`src/rtl/i2c_slave_controller_if.sv`:
```
`default_nettype none
// ============================================================================
// Module      : i2c_slave_controller_if
// Description : Bus-side and FIFO-side signal bundle of the I2C slave
//               controller. The slave modport is seen by the controller, the
//               master modport by whatever drives the bus and hosts the FIFOs.
// Revision    : 1.0 - initial release
// ============================================================================
interface i2c_slave_controller_if;
    logic       scl_in;          // raw SCL level
    logic       sda_in;          // raw SDA level
    logic       sda_out;         // 0 = pull SDA low, 1 = release
    logic [7:0] data_in;         // head of TX FIFO
    logic       tx_empty;        // TX FIFO is empty
    logic       fifo_tx_enable;  // one-cycle TX FIFO pop
    logic [7:0] rx_data;         // last received byte
    logic       rx_full;         // RX FIFO is full
    logic       fifo_rx_enable;  // one-cycle RX FIFO push

    modport slave (
        input  scl_in, sda_in, data_in, tx_empty, rx_full,
        output sda_out, fifo_tx_enable, rx_data, fifo_rx_enable
    );

    modport master (
        output scl_in, sda_in, data_in, tx_empty, rx_full,
        input  sda_out, fifo_tx_enable, rx_data, fifo_rx_enable
    );
endinterface
`default_nettype wire

```
`src/rtl/i2c_slave_controller.sv`:
```
`default_nettype none
// ============================================================================
// Module      : i2c_slave_controller
// Description : 7-bit-address I2C slave. Oversamples SCL/SDA on core_clk
//               (core_clk >= 8x SCL), detects START/STOP, receives bytes into
//               an external RX FIFO and transmits bytes from an external TX
//               FIFO. Optional general-call support is built when the macro
//               I2C_SLAVE_GCALL_EN is defined.
// Revision    : 1.0 - initial release
// ============================================================================
module i2c_slave_controller #(
    parameter int SYNC_STAGES = 2
) (
    input  logic                  core_clk,
    input  logic                  rst_n,
    input  logic                  enable,
    input  logic [6:0]            own_address,
    output logic                  busy,
    i2c_slave_controller_if.slave bus
);

    // A synchronizer shorter than two flops is not safe; clamp silently.
    localparam int c_SYNC_STAGES = (SYNC_STAGES < 2) ? 2 : SYNC_STAGES;

    typedef enum logic [2:0] {
        S_IDLE      = 3'd0,
        S_ADDRESS   = 3'd1,
        S_ADDR_ACK  = 3'd2,
        S_RX_DATA   = 3'd3,
        S_RX_ACK    = 3'd4,
        S_TX_DATA   = 3'd5,
        S_TX_ACK    = 3'd6,
        S_WAIT_STOP = 3'd7
    } state_t;

    // ------------------------------------------------------------------
    // Input conditioning
    // ------------------------------------------------------------------
    logic [c_SYNC_STAGES-1:0] r_scl_sync;
    logic [c_SYNC_STAGES-1:0] r_sda_sync;
    logic                     r_scl_prev;
    logic                     r_sda_prev;
    logic                     w_scl;
    logic                     w_sda;
    logic                     w_scl_rise;
    logic                     w_scl_fall;
    logic                     w_start;
    logic                     w_stop;

    // Synchronize the raw bus levels and keep one extra delayed copy for edges.
    always_ff @(posedge core_clk or negedge rst_n) begin
        if (!rst_n) begin
            r_scl_sync <= '1;
            r_sda_sync <= '1;
            r_scl_prev <= 1'b1;
            r_sda_prev <= 1'b1;
        end else begin
            r_scl_sync <= {r_scl_sync[c_SYNC_STAGES-2:0], bus.scl_in};
            r_sda_sync <= {r_sda_sync[c_SYNC_STAGES-2:0], bus.sda_in};
            r_scl_prev <= r_scl_sync[c_SYNC_STAGES-1];
            r_sda_prev <= r_sda_sync[c_SYNC_STAGES-1];
        end
    end

    assign w_scl      = r_scl_sync[c_SYNC_STAGES-1];
    assign w_sda      = r_sda_sync[c_SYNC_STAGES-1];
    assign w_scl_rise =  w_scl & ~r_scl_prev;
    assign w_scl_fall = ~w_scl &  r_scl_prev;
    // SCL must be high on both samples so an SCL edge never looks like START/STOP.
    assign w_start    = w_scl & r_scl_prev &  r_sda_prev & ~w_sda;
    assign w_stop     = w_scl & r_scl_prev & ~r_sda_prev &  w_sda;

    // ------------------------------------------------------------------
    // Protocol state
    // ------------------------------------------------------------------
    state_t     r_state,    w_state_nxt;
    logic [2:0] r_bit_cnt,  w_bit_cnt_nxt;
    logic [7:0] r_shift,    w_shift_nxt;
    logic       r_rw,       w_rw_nxt;      // R/W bit of the accepted address
    logic       r_phase,    w_phase_nxt;   // second half of an ACK slot / all 8 TX bits sent
    logic       r_acked,    w_acked_nxt;   // received byte will be ACKed
    logic       r_sda_out,  w_sda_out_nxt;
    logic [7:0] r_rx_data,  w_rx_data_nxt;
    logic       r_rx_push,  w_rx_push_nxt;
    logic       r_tx_pop,   w_tx_pop_nxt;
    logic       r_busy,     w_busy_nxt;

    logic [7:0] w_rx_byte;
    logic [7:0] w_tx_byte;
    logic       w_own_match;
    logic       w_gcall_match;

    // Byte as it will look once the bit on the current SCL rise is shifted in.
    assign w_rx_byte   = {r_shift[6:0], w_sda};
    // An empty TX FIFO is answered with all-ones (SDA released).
    assign w_tx_byte   = bus.tx_empty ? 8'hFF : bus.data_in;
    // Address 0 is reserved for general call and never matches as own address.
    assign w_own_match = (w_rx_byte[7:1] == own_address) && (w_rx_byte[7:1] != 7'd0);
`ifdef I2C_SLAVE_GCALL_EN
    // Only the write form of general call is accepted.
    assign w_gcall_match = (w_rx_byte == 8'h00);
`else
    assign w_gcall_match = 1'b0;
`endif

    // Register all protocol state and outputs.
    always_ff @(posedge core_clk or negedge rst_n) begin
        if (!rst_n) begin
            r_state   <= S_IDLE;
            r_bit_cnt <= 3'd7;
            r_shift   <= 8'h00;
            r_rw      <= 1'b0;
            r_phase   <= 1'b0;
            r_acked   <= 1'b0;
            r_sda_out <= 1'b1;
            r_rx_data <= 8'h00;
            r_rx_push <= 1'b0;
            r_tx_pop  <= 1'b0;
            r_busy    <= 1'b0;
        end else begin
            r_state   <= w_state_nxt;
            r_bit_cnt <= w_bit_cnt_nxt;
            r_shift   <= w_shift_nxt;
            r_rw      <= w_rw_nxt;
            r_phase   <= w_phase_nxt;
            r_acked   <= w_acked_nxt;
            r_sda_out <= w_sda_out_nxt;
            r_rx_data <= w_rx_data_nxt;
            r_rx_push <= w_rx_push_nxt;
            r_tx_pop  <= w_tx_pop_nxt;
            r_busy    <= w_busy_nxt;
        end
    end

    // Next-state and output decode; bus conditions override the per-state logic.
    always_comb begin
        w_state_nxt   = r_state;
        w_bit_cnt_nxt = r_bit_cnt;
        w_shift_nxt   = r_shift;
        w_rw_nxt      = r_rw;
        w_phase_nxt   = r_phase;
        w_acked_nxt   = r_acked;
        w_sda_out_nxt = r_sda_out;
        w_rx_data_nxt = r_rx_data;
        w_rx_push_nxt = 1'b0;
        w_tx_pop_nxt  = 1'b0;
        w_busy_nxt    = r_busy;

        if (!enable) begin
            // Disabled: leave the bus alone entirely.
            w_state_nxt   = S_IDLE;
            w_sda_out_nxt = 1'b1;
            w_busy_nxt    = 1'b0;
            w_phase_nxt   = 1'b0;
            w_bit_cnt_nxt = 3'd7;
        end else if (w_start) begin
            // START (or repeated START) wins over a coincident STOP.
            w_state_nxt   = S_ADDRESS;
            w_sda_out_nxt = 1'b1;
            w_phase_nxt   = 1'b0;
            w_bit_cnt_nxt = 3'd7;
        end else if (w_stop) begin
            w_state_nxt   = S_IDLE;
            w_sda_out_nxt = 1'b1;
            w_busy_nxt    = 1'b0;
            w_phase_nxt   = 1'b0;
            w_bit_cnt_nxt = 3'd7;
        end else begin
            case (r_state)
                S_IDLE: begin
                    w_sda_out_nxt = 1'b1;
                end

                S_ADDRESS: begin
                    if (w_scl_rise) begin
                        w_shift_nxt = w_rx_byte;
                        if (r_bit_cnt == 3'd0) begin
                            if (w_own_match || w_gcall_match) begin
                                w_state_nxt = S_ADDR_ACK;
                                w_rw_nxt    = w_sda;
                                w_busy_nxt  = 1'b1;
                                w_phase_nxt = 1'b0;
                            end else begin
                                w_state_nxt   = S_WAIT_STOP;
                                w_sda_out_nxt = 1'b1;
                                w_busy_nxt    = 1'b0;
                            end
                        end else begin
                            w_bit_cnt_nxt = r_bit_cnt - 3'd1;
                        end
                    end
                end

                S_ADDR_ACK: begin
                    if (w_scl_fall) begin
                        if (!r_phase) begin
                            // Fall ending the R/W bit: start driving ACK.
                            w_sda_out_nxt = 1'b0;
                            w_phase_nxt   = 1'b1;
                        end else begin
                            // Fall ending the ACK bit: first data bit begins now.
                            w_phase_nxt   = 1'b0;
                            w_bit_cnt_nxt = 3'd7;
                            if (r_rw) begin
                                w_state_nxt   = S_TX_DATA;
                                w_shift_nxt   = w_tx_byte;
                                w_sda_out_nxt = w_tx_byte[7];
                                w_tx_pop_nxt  = ~bus.tx_empty;
                            end else begin
                                w_state_nxt   = S_RX_DATA;
                                w_sda_out_nxt = 1'b1;
                            end
                        end
                    end
                end

                S_RX_DATA: begin
                    if (w_scl_rise) begin
                        w_shift_nxt = w_rx_byte;
                        if (r_bit_cnt == 3'd0) begin
                            // rx_data and the push pulse appear together next cycle.
                            w_rx_data_nxt = w_rx_byte;
                            w_rx_push_nxt = ~bus.rx_full;
                            w_acked_nxt   = ~bus.rx_full;
                            w_phase_nxt   = 1'b0;
                            w_state_nxt   = S_RX_ACK;
                        end else begin
                            w_bit_cnt_nxt = r_bit_cnt - 3'd1;
                        end
                    end
                end

                S_RX_ACK: begin
                    if (w_scl_fall) begin
                        if (!r_phase) begin
                            w_sda_out_nxt = ~r_acked;
                            w_phase_nxt   = 1'b1;
                        end else begin
                            w_sda_out_nxt = 1'b1;
                            w_phase_nxt   = 1'b0;
                            if (r_acked) begin
                                w_state_nxt   = S_RX_DATA;
                                w_bit_cnt_nxt = 3'd7;
                            end else begin
                                w_state_nxt = S_WAIT_STOP;
                                w_busy_nxt  = 1'b0;
                            end
                        end
                    end
                end

                S_TX_DATA: begin
                    if (w_scl_rise) begin
                        // r_phase marks that the master has clocked all 8 bits.
                        if (r_bit_cnt == 3'd0) begin
                            w_phase_nxt = 1'b1;
                        end else begin
                            w_bit_cnt_nxt = r_bit_cnt - 3'd1;
                        end
                    end else if (w_scl_fall) begin
                        if (r_phase) begin
                            w_sda_out_nxt = 1'b1;
                            w_phase_nxt   = 1'b0;
                            w_state_nxt   = S_TX_ACK;
                        end else begin
                            w_sda_out_nxt = r_shift[r_bit_cnt];
                        end
                    end
                end

                S_TX_ACK: begin
                    if (w_scl_rise) begin
                        if (w_sda) begin
                            // Master NACK: transfer over, wait for STOP.
                            w_state_nxt = S_WAIT_STOP;
                            w_busy_nxt  = 1'b0;
                        end else begin
                            w_phase_nxt = 1'b1;
                        end
                    end else if (w_scl_fall && r_phase) begin
                        // Master ACK: fetch the next byte and drive its MSB.
                        w_state_nxt   = S_TX_DATA;
                        w_phase_nxt   = 1'b0;
                        w_bit_cnt_nxt = 3'd7;
                        w_shift_nxt   = w_tx_byte;
                        w_sda_out_nxt = w_tx_byte[7];
                        w_tx_pop_nxt  = ~bus.tx_empty;
                    end
                end

                S_WAIT_STOP: begin
                    w_sda_out_nxt = 1'b1;
                end

                default: begin
                    w_state_nxt   = S_IDLE;
                    w_sda_out_nxt = 1'b1;
                end
            endcase
        end
    end

    assign bus.sda_out        = r_sda_out;
    assign bus.rx_data        = r_rx_data;
    assign bus.fifo_rx_enable = r_rx_push;
    assign bus.fifo_tx_enable = r_tx_pop;
    assign busy               = r_busy;

endmodule
`default_nettype wire

```
`src/flat_wrapper.sv`:
```
// flat-port wrapper written by rule: the top's interface ports become plain ports
module i2c_slave_controller_flat 
#(
    parameter int SYNC_STAGES = 2
)
  (core_clk, rst_n, enable, own_address, busy, bus_scl_in, bus_sda_in, bus_data_in, bus_tx_empty, bus_rx_full, bus_sda_out, bus_fifo_tx_enable, bus_rx_data, bus_fifo_rx_enable);
  i2c_slave_controller_if bus_i ();
  input  logic core_clk;
  input  logic rst_n;
  input  logic enable;
  input  logic [6:0] own_address;
  output logic busy;
  input wire logic [$bits(bus_i.scl_in)-1:0] bus_scl_in;
  input wire logic [$bits(bus_i.sda_in)-1:0] bus_sda_in;
  input wire logic [$bits(bus_i.data_in)-1:0] bus_data_in;
  input wire logic [$bits(bus_i.tx_empty)-1:0] bus_tx_empty;
  input wire logic [$bits(bus_i.rx_full)-1:0] bus_rx_full;
  output wire logic [$bits(bus_i.sda_out)-1:0] bus_sda_out;
  output wire logic [$bits(bus_i.fifo_tx_enable)-1:0] bus_fifo_tx_enable;
  output wire logic [$bits(bus_i.rx_data)-1:0] bus_rx_data;
  output wire logic [$bits(bus_i.fifo_rx_enable)-1:0] bus_fifo_rx_enable;
  assign bus_i.scl_in = bus_scl_in;
  assign bus_i.sda_in = bus_sda_in;
  assign bus_i.data_in = bus_data_in;
  assign bus_i.tx_empty = bus_tx_empty;
  assign bus_i.rx_full = bus_rx_full;
  assign bus_sda_out = bus_i.sda_out;
  assign bus_fifo_tx_enable = bus_i.fifo_tx_enable;
  assign bus_rx_data = bus_i.rx_data;
  assign bus_fifo_rx_enable = bus_i.fifo_rx_enable;
  i2c_slave_controller #(.SYNC_STAGES(SYNC_STAGES)) u_core (.core_clk(core_clk), .rst_n(rst_n), .enable(enable), .own_address(own_address), .busy(busy), .bus(bus_i));
endmodule
```
`config.mk`:
```
export PLATFORM = sky130hd
export DESIGN_NAME = i2c_slave_controller_flat
export DESIGN_NICKNAME = d
export VERILOG_FILES = /design/src/rtl/i2c_slave_controller_if.sv /design/src/rtl/i2c_slave_controller.sv /design/src/flat_wrapper.sv
export SDC_FILE = /design/constraint.sdc
export NUM_CORES = 1
export LEC_CHECK = 0
export BUFFER_PORTS_ARGS = -buffer_cell sky130_fd_sc_hd__buf_2
export CELL_PAD_IN_SITES_DETAIL_PLACEMENT = 0
export CELL_PAD_IN_SITES_GLOBAL_PLACEMENT = 1
export CORE_MARGIN = 5
export CORE_UTILIZATION = 32
export CTS_CLUSTER_DIAMETER = 80
export CTS_CLUSTER_SIZE = 20
export DETAILED_ROUTE_END_ITERATION = 7
export PLACE_DENSITY_LB_ADDON = 0.05
export SLEW_MARGIN = 20
export SYNTH_ARGS = -nofsm -noshare
export SYNTH_HDL_FRONTEND = slang
export SYNTH_SLANG_ARGS = --single-unit
export TNS_END_PERCENT = 10
```
`constraint.sdc`:
```
create_clock -name core_clk -period 3.2 [get_ports core_clk]
set_clock_uncertainty 0.05 [all_clocks]
set_input_delay 0.48 -clock core_clk [delete_from_list [all_inputs] [get_ports core_clk]]
set_output_delay 0.48 -clock core_clk [all_outputs]
set_load 0.01 [all_outputs]
```
==> summary.txt <==
GRT
  – Total track usage: 14.6%
  – GR Overflow Total: 0
  – Initial antenna violation count: 0
  – Number of global-route vias before repair: approximately 1.9k
  – Pin count of the biggest net entering global routing: 36
  – First-pass GRT wire length: a little under 10 mm

Die
  – Die Footprint: between 0.008 and 0.009 sq mm
  – Ports: 34
  – Die Y: slightly above 90 microns
  – Starting Density: 33.2%
  – Die X: approximately 90 microns
  – Core area: between 0.006 and 0.007 sq mm
  – Row cnt: 29

Power and ir drop
  – P_leak: roughly 1.2 nW
  – Combinational share of power: roughly 40%
  – Switch share: approximately 40%
  – Int Pwr: 1.09 mW
  – Clock share of power: roughly 23%
  – Total Power: ~1.8 mW
  – Peak VDD IR: roughly 250 uV
  – Pwr per Cell Area: ~720 mW/mm^2
  – Sequential power share: between 30 and 40%
  – Reported net switching power: around 0.72 mW

Detailed routing
  – DRT iter0 DRCs: ~110
  – WL/cell: between 15 and 20 microns
  – DRT Pass-1 Iters: 5
  – Vias/cell: roughly 5.3
  – DRC viols: 0
  – Post-Route WL: 5.73 mm
  – Vias: 1830
  – ANT nets after route: 0

Logic synthesis
  – Syn avg cell area: roughly 9.1 sq um
  – EDFF count, synth: 0
  – Number of distinct library cells after synthesis: just over 50
  – Largest family of logic cells by synthesized area: compound AO/OA/AOI/OAI gates
  – Top cell type's share of synthesized area: 29.3%
  – Synth area leaders: dfrtp_1 (29%), dfstp_2 (12%), nor2_1 (5.1%)
  – Synth Flop Type: dfrtp_1
  – Synth Cell Area: 0.00213 sq mm
  – Compound-gate portion of the synthesized area: between 20% and 30%
  – Mux share of post-synthesis cell area: slightly above 9%
  – Synth Warn #: 0
  – Gate Count Post-Synth: roughly 240
  – Synthesis-stage register bit count: 35
  – Register area share after synthesis: 41.6%
  – Asr flop ratio synth: 100%
  – Synth Area in Adders: 2.93%
  – XOR/XNOR share of the synthesized area: about 2.9%
  – Syn nets: about 260
  – Synth area leader: dfrtp_1
  – Simple-Gate Fraction of Synth Area: a little under a fifth

Setup path
  – Worst EP arrival: roughly 2.5 ns
  – WS Path Type: reg2reg
  – Max stage delay on crit path: ~0.56 ns
  – Crit end category: flop
  – Crit path top cell by count: a21oi_1
  – Critical Path RT: ~3.3 ns
  – CP max-delay cell: dfstp_2
  – Cells along the critical path: ha_1 -> inv_1 -> o311a_1 -> a211o_1 -> a21oi_1 -> a21oi_1 -> o22a_1
  – CP startpoint kind: flop
  – Maximum net fanout on the critical path: 7

Layout
  – Layout cell share with drive strength beyond 1: 28.1%
  – Non-filler cells in the finished layout: between 300 and 400
  – Area Overhead vs Synth: 17.3%
  – Final core utilization: 39.0%
  – Ant. Diodes: 0
  – Final nets: between 200 and 300
  – Fin area: ~0.0025 sq mm
  – Commonest non-fill, non-tap cell in the layout: buf_2
  – Storage cell area: just under 900 sq um
  – Most frequent cells in the layout: buf_2 (33), nor2_1 (29), nand2_1 (26), dfrtp_1 (25), a21oi_1 (21)
  – Filler instances: 631
  – Multi-input logic area: about 0.0012 sq mm

STA
  – Final slew viol count: 0
  – Setup_tns: 0 ns
  – Crit share post-route: between 70% and 80%
  – Worst setup margin: around 0.86 ns
  – Worst-margin pin slew: 0.834 ns
  – Fmax: between 0.4 and 0.5 GHz
  – Slew HR: between 40% and 50%
  – RSZ-0062 raised after global routing: no
  – Final Hold Viols: 0
  – Hold WS: ~0.24 ns
  – Final setup vio count: 0
  – Fin crit period: between 2 and 2.5 ns

Placed design
  – Placement Setup Slack: 0.880 ns
  – # port buffers: 33
  – Hpwl dp: roughly 4.1 mm
  – Placed insts: 339
  – Placement Cell Area: ~0.0024 sq mm
  – RePlAce Congestion: between 0.8 and 0.9

Clock network
  – Cts bufs inserted: 5
  – Resize count post-CTS: 0
  – CTS clock-pin slew for the worst setup and hold paths: about 0.08 ns
  – Clock root cell: clkbuf_8
  – Number of setup buffers added after CTS: 0
  – # clock sinks: 35
  – Deepest clock path buffer count: 2
  – Clock latency on the worst-skew pair: a little under 0.3 ns
  – H-tree Lvls: 2
  – Hold_buf cts: 0
  – CTS tree: done

Flow run
  – Max-cap violations: 0

Outcome
  – Outcome: finished, final reports clean

Worst hold path
  – Hold Crit Class: in2async
## metal layers
metal | GRT usage (%) | wire length, microns | vias to the layer above
li1 | - | - | 906
met1 | 20.7 | 2850 | 855
met2 | 20.9 | 2540 | 58
met3 | 3.85 | 245 | 11
met4 | 5.78 | 103 | 0
met5 | 0 | 0 | -
## synth_stat cells (all sizes together) (2+ instances only)
library cell / n
nand2: 26
a31oi: 4
o21ai: 18
ha: 5
dfrtp: 25
a21boi: 2
mux2i: 4
a21o: 3
nor2: 30
xnor2: 4
nor2b: 6
nand2b: 2
inv: 8
nor4: 2
clkbuf: 10
buf: 2
a22oi: 5
mux2: 10
xor2: 3
dfstp: 10
mux4: 2
nand3: 6
a211o: 2
a21oi: 21
nor3: 4
o31ai: 2
## power by group through the flow
| stage | combinational [mW] | clock, mW | sequential, mW |
|---|---|---|---|
| after floorplan | 0.587 | 0 | 0.620 |
| after global placement | 0.739 | 0 | 0.695 |
| after detailed placement | 0.726 | 0 | 0.690 |
| after CTS | 0.727 | 0.421 | 0.682 |
| after global routing | 0.823 | 0.447 | 0.704 |
| final | 0.725 | 0.407 | 0.681 |
## state kept, by name, indices dropped and copies added (netlist names), 2 cells and up
| signal | cells |
|---|---|
| u_core.bus.rx_data | 8 |
| u_core.r_sda_sync | 2 |
| u_core.r_scl_sync | 2 |
| u_core.r_bit_cnt | 3 |
| u_core.r_state | 3 |
| u_core.r_shift | 8 |
## cell families (layout without fill, tap and decap cells)
kind of cell / Yosys count / after routing
DFF: 35 / 35
muxes: 16 / 16
buffers and inverters: 20 / 55
adders and majority gates: 5 / 5
xor gates and xnor gates: 7 / 7
AOI/OAI and AO/OA: 70 / 70
and+or+nand+nor: 82 / 82
## worst max-delay path: cells and delay by family (launching register included)
kind            cells  cell delay, ns
compound gates      5            1.21
fa+ha+maj           1            0.32
flops               1            0.56
buf+inv             1            0.10
## cell type report
type,count,share of cell area [%]
multi-input combinational,180,46.7
inverter,8,1.20
timing repair buffer,39,8.40
tap,77,3.85
sequential,35,35.5
clock inverter,2,1.50
clock buffer,6,2.90
## worst paths after layout
check	from	end	slack (ns)	depth (start not counted)
worst max register to register	u_core.r_scl_sync[1]	u_core.r_state[2]	0.86	7
min in group core_clk	bus_sda_in	u_core.r_sda_sync[0]	0.24	1
max in group asynchronous	rst_n	u_core.bus.rx_data[6]	2.34	1
worst max-delay path	u_core.r_scl_sync[1]	u_core.r_state[2]	0.86	7
worst min-delay path	rst_n	u_core.r_state[0]	0.24	1
worst min register to register	u_core.r_scl_sync[0]	u_core.r_scl_sync[1]	0.31	0
No activity file was read; power rests on OpenSTA's default activity.
